==> config.mk <==
export PLATFORM = sky130hd
export DESIGN_NAME = dl11_tx_port
export DESIGN_NICKNAME = d
export VERILOG_FILES = /design/src/rtl/dl11_pkg.sv /design/src/rtl/dl11_tx_port_uart_tx_ser.sv /design/src/rtl/dl11_tx_port.sv
export SDC_FILE = /design/constraint.sdc
export NUM_CORES = 1
export LEC_CHECK = 0
export CAP_MARGIN = 10
export CORE_AREA = 2 2 82 84
export CTS_BUF_LIST = sky130_fd_sc_hd__clkbuf_4 sky130_fd_sc_hd__clkbuf_8
export DETAILED_ROUTE_END_ITERATION = 6
export DIE_AREA = 0 0 84 86
export PLACE_DENSITY = 0.58
export SYNTH_ARGS = -nofsm -noshare
export SYNTH_HDL_FRONTEND = slang
export SYNTH_SLANG_ARGS = --single-unit
==> constraint.sdc <==
create_clock -name clk -period 2.1 [get_ports clk]
set_input_delay 0.315 -clock clk [delete_from_list [all_inputs] [get_ports clk]]
set_output_delay 0.315 -clock clk [all_outputs]
set_load 0.05 [all_outputs]
==> src/rtl/dl11_pkg.sv <==
// Shared definitions for the DL11 console transmitter: register offsets,
// CSR bit positions, default vector and serializer states.
package dl11_pkg;

  localparam logic [15:0] XCSR_OFS       = 16'd0;
  localparam logic [15:0] XBUF_OFS       = 16'd2;
  localparam int unsigned CSR_READY      = 7;
  localparam int unsigned CSR_IE         = 6;
  localparam logic [15:0] DEFAULT_VECTOR = 16'o64;

  typedef enum logic [1:0] {
    SER_IDLE,
    SER_START,
    SER_DATA,
    SER_STOP
  } ser_state_t;

endpackage

==> src/rtl/dl11_tx_port_uart_tx_ser.sv <==
// 8N1 serializer: start bit, eight data bits LSB first, stop bit; each bit
// lasts CLK_DIV ce-cycles. done pulses for one ce-cycle after the stop bit.
module uart_tx_ser
  import dl11_pkg::*;
#(
  parameter int unsigned CLK_DIV = 16
) (
  input  logic       clk,
  input  logic       reset,
  input  logic       ce,
  input  logic       load,
  input  logic [7:0] data,
  input  logic       abort,
  output logic       txd,
  output logic       done
);

  localparam int unsigned DW = (CLK_DIV > 1) ? $clog2(CLK_DIV) : 1;

  ser_state_t    state;
  logic [DW-1:0] div;
  logic [2:0]    bitcnt;
  logic [7:0]    shreg;
  logic          bit_end;

  assign bit_end = (div == DW'(CLK_DIV - 1));

  always_ff @(posedge clk or posedge reset) begin
    if (reset) begin
      state  <= SER_IDLE;
      div    <= '0;
      bitcnt <= '0;
      shreg  <= '0;
      txd    <= 1'b1;
      done   <= 1'b0;
    end else if (ce) begin
      done <= 1'b0;
      if (abort) begin
        state <= SER_IDLE;
        div   <= '0;
        txd   <= 1'b1;
      end else begin
        case (state)
          SER_IDLE: begin
            if (load) begin
              state <= SER_START;
              shreg <= data;
              div   <= '0;
              txd   <= 1'b0;
            end
          end
          default: begin
            div <= bit_end ? '0 : div + 1'b1;
            if (bit_end) begin
              case (state)
                SER_START: begin
                  state  <= SER_DATA;
                  bitcnt <= '0;
                  txd    <= shreg[0];
                  shreg  <= {1'b0, shreg[7:1]};
                end
                SER_DATA: begin
                  if (bitcnt == 3'd7) begin
                    state <= SER_STOP;
                    txd   <= 1'b1;
                  end else begin
                    bitcnt <= bitcnt + 1'b1;
                    txd    <= shreg[0];
                    shreg  <= {1'b0, shreg[7:1]};
                  end
                end
                SER_STOP: begin
                  state <= SER_IDLE;
                  done  <= 1'b1;
                end
                default: state <= SER_IDLE;
              endcase
            end
          end
        endcase
      end
    end
  end

endmodule

==> src/rtl/dl11_tx_port.sv <==
// DL11 console transmitter on the vm1 bus: XCSR/XBUF decode, RPLY handshake,
// vectored interrupt with IAKO acknowledge, and the 8N1 line serializer.
module dl11_tx_port
  import dl11_pkg::*;
#(
  parameter logic [15:0]  BASE_ADDR = 16'o177564,
  parameter logic [15:0]  VECTOR    = DEFAULT_VECTOR,
  parameter int unsigned  CLK_DIV   = 16
) (
  input  logic        clk,
  input  logic        reset,
  input  logic        ce,
  input  logic [15:0] addr_i,
  input  logic [15:0] data_i,
  output logic [15:0] data_o,
  output logic        sel_o,
  input  logic        sync_i,
  input  logic        din_i,
  input  logic        dout_i,
  input  logic        wtbt_i,
  output logic        rply_o,
  input  logic        init_i,
  output logic        virq_o,
  input  logic        iako_i,
  output logic        txd_o
);

  localparam logic [15:0] XCSR_ADDR = BASE_ADDR + XCSR_OFS;
  localparam logic [15:0] XBUF_ADDR = BASE_ADDR + XBUF_OFS;

  logic ready, ie, irq, rply, ack_q;
  logic ready_n, ie_n, irq_n;
  logic hit_csr, hit_buf, bus_cyc, ack_cyc, start, wr_ok;
  logic csr_wr, buf_wr, ack_fire;
  logic ser_done, ser_txd;
  logic unused_bits;

  assign hit_csr  = sync_i & (addr_i[15:1] == XCSR_ADDR[15:1]);
  assign hit_buf  = sync_i & (addr_i[15:1] == XBUF_ADDR[15:1]);
  assign bus_cyc  = (hit_csr | hit_buf) & ~iako_i & (din_i | dout_i);
  // ack_q keeps the vector cycle alive after the request latch has cleared
  assign ack_cyc  = iako_i & din_i & (irq | ack_q);
  assign start    = ~rply & bus_cyc;
  assign wr_ok    = ~wtbt_i | ~addr_i[0];
  assign csr_wr   = start & dout_i & hit_csr & wr_ok & ~init_i;
  assign buf_wr   = start & dout_i & hit_buf & wr_ok & ready & ~init_i;
  assign ack_fire = ~rply & iako_i & din_i & irq;

  assign unused_bits = &{1'b0, data_i[15:8]};

  // Request sets on the rising edge of (IE & READY), so a simultaneous IE set
  // and READY rise produce a single request.
  always_comb begin
    ready_n = ready;
    ie_n    = ie;
    irq_n   = irq;
    if (ser_done) ready_n = 1'b1;
    if (buf_wr)   ready_n = 1'b0;
    if (csr_wr)   ie_n    = data_i[CSR_IE];
    if (init_i) begin
      ready_n = 1'b1;
      ie_n    = 1'b0;
    end
    if (init_i || !ie_n)
      irq_n = 1'b0;
    else if (ready_n && !(ready && ie))
      irq_n = 1'b1;
    else if (ack_fire)
      irq_n = 1'b0;
  end

  always_ff @(posedge clk or posedge reset) begin
    if (reset) begin
      ready <= 1'b1;
      ie    <= 1'b0;
      irq   <= 1'b0;
      rply  <= 1'b0;
      ack_q <= 1'b0;
    end else if (ce) begin
      ready <= ready_n;
      ie    <= ie_n;
      irq   <= irq_n;
      rply  <= bus_cyc | ack_cyc;
      ack_q <= ack_cyc;
    end
  end

  always_comb begin
    data_o = '0;
    sel_o  = 1'b0;
    if (ack_cyc) begin
      sel_o  = 1'b1;
      data_o = VECTOR;
    end else if (din_i & ~iako_i & (hit_csr | hit_buf)) begin
      sel_o = 1'b1;
      if (hit_csr) begin
        data_o[CSR_READY] = ready;
        data_o[CSR_IE]    = ie;
      end
    end
  end

  uart_tx_ser #(
    .CLK_DIV(CLK_DIV)
  ) u_ser (
    .clk  (clk),
    .reset(reset),
    .ce   (ce),
    .load (buf_wr),
    .data (data_i[7:0]),
    .abort(init_i),
    .txd  (ser_txd),
    .done (ser_done)
  );

  assign rply_o = rply;
  assign virq_o = irq;
  assign txd_o  = ser_txd;

endmodule

==> summary.md <==
| Metric | Value |
|---|---|
| FF-to-FF Start | `u_ser.state[1]` |
| Area Growth Syn to Fin | `48.0%` |
| Crit path max-delay cell type | `or3_4` |
| CTS Hold Bufs | `0` |
| Total number of vias | `~1600` |
| Drt initial violations | `56` |
| Cell Area, Synth | `0.00165 mm²` |
| Die width | `84 µm` |
| PortBufs | `41` |
| CTS sink cnt | `24` |
| Main combinational cell family by area after synthesis | `simple AND/OR/NAND/NOR gates` |
| Cells after DPL | `309` |
| Sequential cell area fraction in the yosys report | `36.6%` |
| Routed WL per cell | `13.4 µm` |
| Syn avg cell area | `9.15 µm²` |
| Family with the most delay on the worst path | `simple AND/OR/NAND/NOR gates` |
| Synth Flop Type | `dfrtp_1` |
| Synth Instances | `180` |
| Clock Latency Late Sink | `270 ps` |
| Outcome | `finished clean` |
| Reg2reg end | `u_ser.shreg[0]` |
| Worst clock skew | `2.10 ps` |
| Pins Over Slew Limit | `0` |
| EDFF count, synth | `0` |
| Worst path required time | `1780 ps` |
| Reg2Reg Setup Slack | `about 130 ps` |
| Pwr dens | `about 500 mW/mm²` |
| Synth unique cells | `45` |
| Crit path time final | `2050 ps` |
| Most frequent cell after synthesis | `dfrtp_1` |
| Antenna diode count | `0` |
| Critical Path Source Type | `input pin` |
| Synth Area in Compound Gates | `22.5%` |
| Final RePlAce weighted congestion | `roughly 0.77` |
| Fin cells | `~320` |
| CTS Buffer Depth | `2` |
| Post-Synth Simple-Gate Area | `23.7%` |
| Period utilization | `97.8%` |
| Maximum VDD drop | `0.000302 V` |
| DP HPWL | `3280 µm` |
| Max-cap viol count | `0` |
| Final hold vios | `0` |
| Nets | `about 290` |
| Buf/Inv on CP | `3` |
| GRT Resource Usage Total | `13.0%` |
| Setup_tns | `0 ps` |
| Area leader, netlist | `dfrtp_1` |
| Yosys warnings | `0` |
| Clk root buf | `clkbuf_8` |
| Vias in the first global route | `around 1600` |
| Post-synth top area share | `33.4%` |
| DRC | `0` |
| Drt first pass iters | `4` |
| Die ar. | `0.00722 mm²` |
| Most area-consuming cells after synthesis | `dfrtp_1, buf_4, ha_1, nand2_1, o221a_1` |
| Synth Area in XOR/XNOR | `0%` |
| Setup CP Type | `input pin to output pin` |
| Synth Area in Adders | `between 6 and 7%` |
| Worst-path clk slew | `90 ps` |
| Remaining Overflow, GRT | `0` |
| CTS Buf Count | `3` |
| Mux cell area share after synthesis | `less than 1%` |
| CTS tree | `done` |
| Top post-synthesis cells by count | `dfrtp_1, nand2_1, buf_4, inv_1, o21ai_0` |
| Area of the core | `between 0.006 and 0.007 mm²` |
| #FFs+latches synth | `24` |
| Largest net degree at the start of global routing | `25` |
| Avg Vias per Cell | `4.89` |
| Die Ht | `between 80 and 90 µm` |
| Number of I/O pins | `between 60 and 70` |
| Crit path capture type | `output pin` |
| Htree depth | `1` |
| FP Rows | `29` |
| RSZ-0062 raised after global routing | `yes` |
| Post-synth ARST share | `100%` |
| Worst-path cell chain | `dlygate4sd2_1 > nand4_1 > buf_4 > or3_4 > nor3_4 > and3_4 > buf_12` |
| Static Leak | `1.09 nW` |
| # setup viols final | `0` |
| CP Depth | `7` |
| Antenna Nets Post-Route | `0` |
| Critical path's largest stage delay | `390 ps` |
| Worst r2r path cells | `7` |
| First-pass GRT wire length | `7650 µm` |
| Type of the worst min-delay path | `input pin to async pin` |
| Starting density of the core | `26.2%` |
| Final wirelength | `4270 µm` |
| CP max FO | `2` |
| Share of layout cells above drive strength 1 | `24.5%` |
| Final core occ | `between 30 and 40%` |
| F_max | `487 MHz` |
| Worst Path Arrival | `1740 ps` |
| Max_slew headroom | `~66%` |
| Worst-Margin Slew | `508 ps` |
| Initial antenna violation count | `0` |
per-stage QoR:
stage	worst slack (ps)	hold WS [ps]	power, W	area (µm²)
2_1_floorplan	139	328	0.000715	1690
3_3_place_gp	-285	467	0.000831	2280
3_5_place_dp	-282	479	0.000832	2280
4_1_cts	1.81	395	0.00125	2410
5_1_grt	-10.6	415	0.00130	2440
6_report	46.1	385	0.00123	2440
where the power goes:
| part | internal, W | total [W] | switching [W] |
|---|---|---|---|
| Sequential | 0.000497 | 0.000539 | 0.0000416 |
| Clock | 0.000255 | 0.000417 | 0.000162 |
| Combinational | 0.000121 | 0.000279 | 0.000158 |
worst max path at each step:
| stage | start | endpoint | slack (ps) |
|---|---|---|---|
| after global routing | addr_i[10] | data_o[6] | -10 |
| final | sync_i | data_o[6] | 50 |
| after detailed placement | addr_i[2] | sel_o | -280 |
| after floorplan | addr_i[3] | data_o[6] | 140 |
| after CTS | addr_i[15] | sel_o | 2 |
| after global placement | addr_i[2] | data_o[6] | -280 |
metal layers:
layer  share of wire (%)  track usage [%]  wire (µm)  up-vias
met5                   0                0          0        -
met2                  46             21.0       1980       30
met4                0.59             2.20         25        0
met3                 4.9             3.56        208        2
li1                    -                -          -      767
met1                  48             17.7       2060      755
layout make-up:
cell class                 count  area (µm²)
clock buffer                   3        41.3
clock inverter                 1        30.0
fill                         642        3840
inverter                      10        37.5
multi-input combinational    136         967
sequential                    24         603
tap                           77        96.3
timing repair buffer          67         662
cells by family after synthesis:
| kind of cell | count (synthesis) |
|---|---|
| multiplexers | 1 |
| buffers and inverters | 30 |
| adder cells (fa/ha/maj) | 8 |
| flip-flops | 24 |
| other | 1 |
| AND/OR/NAND/NOR | 67 |
| AO/OA/AOI/OAI | 49 |
cells in the final DEF (no fill, tap or decap), types with 2 or more instances in the layout:
master           instances
nand2_1                 19
o22ai_1                  2
nand4_1                  5
inv_1                   10
o211a_1                  3
nor2b_1                  2
a21oi_1                  6
dlygate4sd2_1           12
conb_1                  11
o211ai_1                 4
a32oi_1                  2
a31oi_1                  3
and3_4                   2
or2_2                    7
dfstp_2                  2
buf_12                   6
or3_4                    2
buf_4                   25
o21ai_0                 10
clkbuf_8                 3
nor2_1                   8
nand2b_1                 2
or4_1                    6
o221a_1                  5
nand3_1                  3
dlymetal6s2s_1           3
nand4b_1                 3
ha_1                     7
clkdlybuf4s50_1         19
dfrtp_1                 22
sequential cells by signal, indices dropped and copies added, names as in the netlist:
register      count
u_ser.shreg       8
u_ser.div         4
u_ser.bitcnt      3
u_ser.state       2
ack_q             1
ie                1
ready             1
rply_o            1
u_ser.done        1
u_ser.txd         1
virq_o            1
repair_timing:
| item | CTS | global route |
|---|---|---|
| setup endpoints to repair | 3 | 13 |
| buffers inserted | 4 | 1 |
| resized for setup | 21 | 8 |
| pin swaps | 7 | 8 |
worst reg2reg max path, stage by stage (launching register included):
cell	delay, ps
dfrtp_1	430
inv_1	110
ha_2	220
and3_1	160
nand3_1	100
buf_4	180
or3_4	410
o221a_1	260
(Power assumes the default switching activity.)
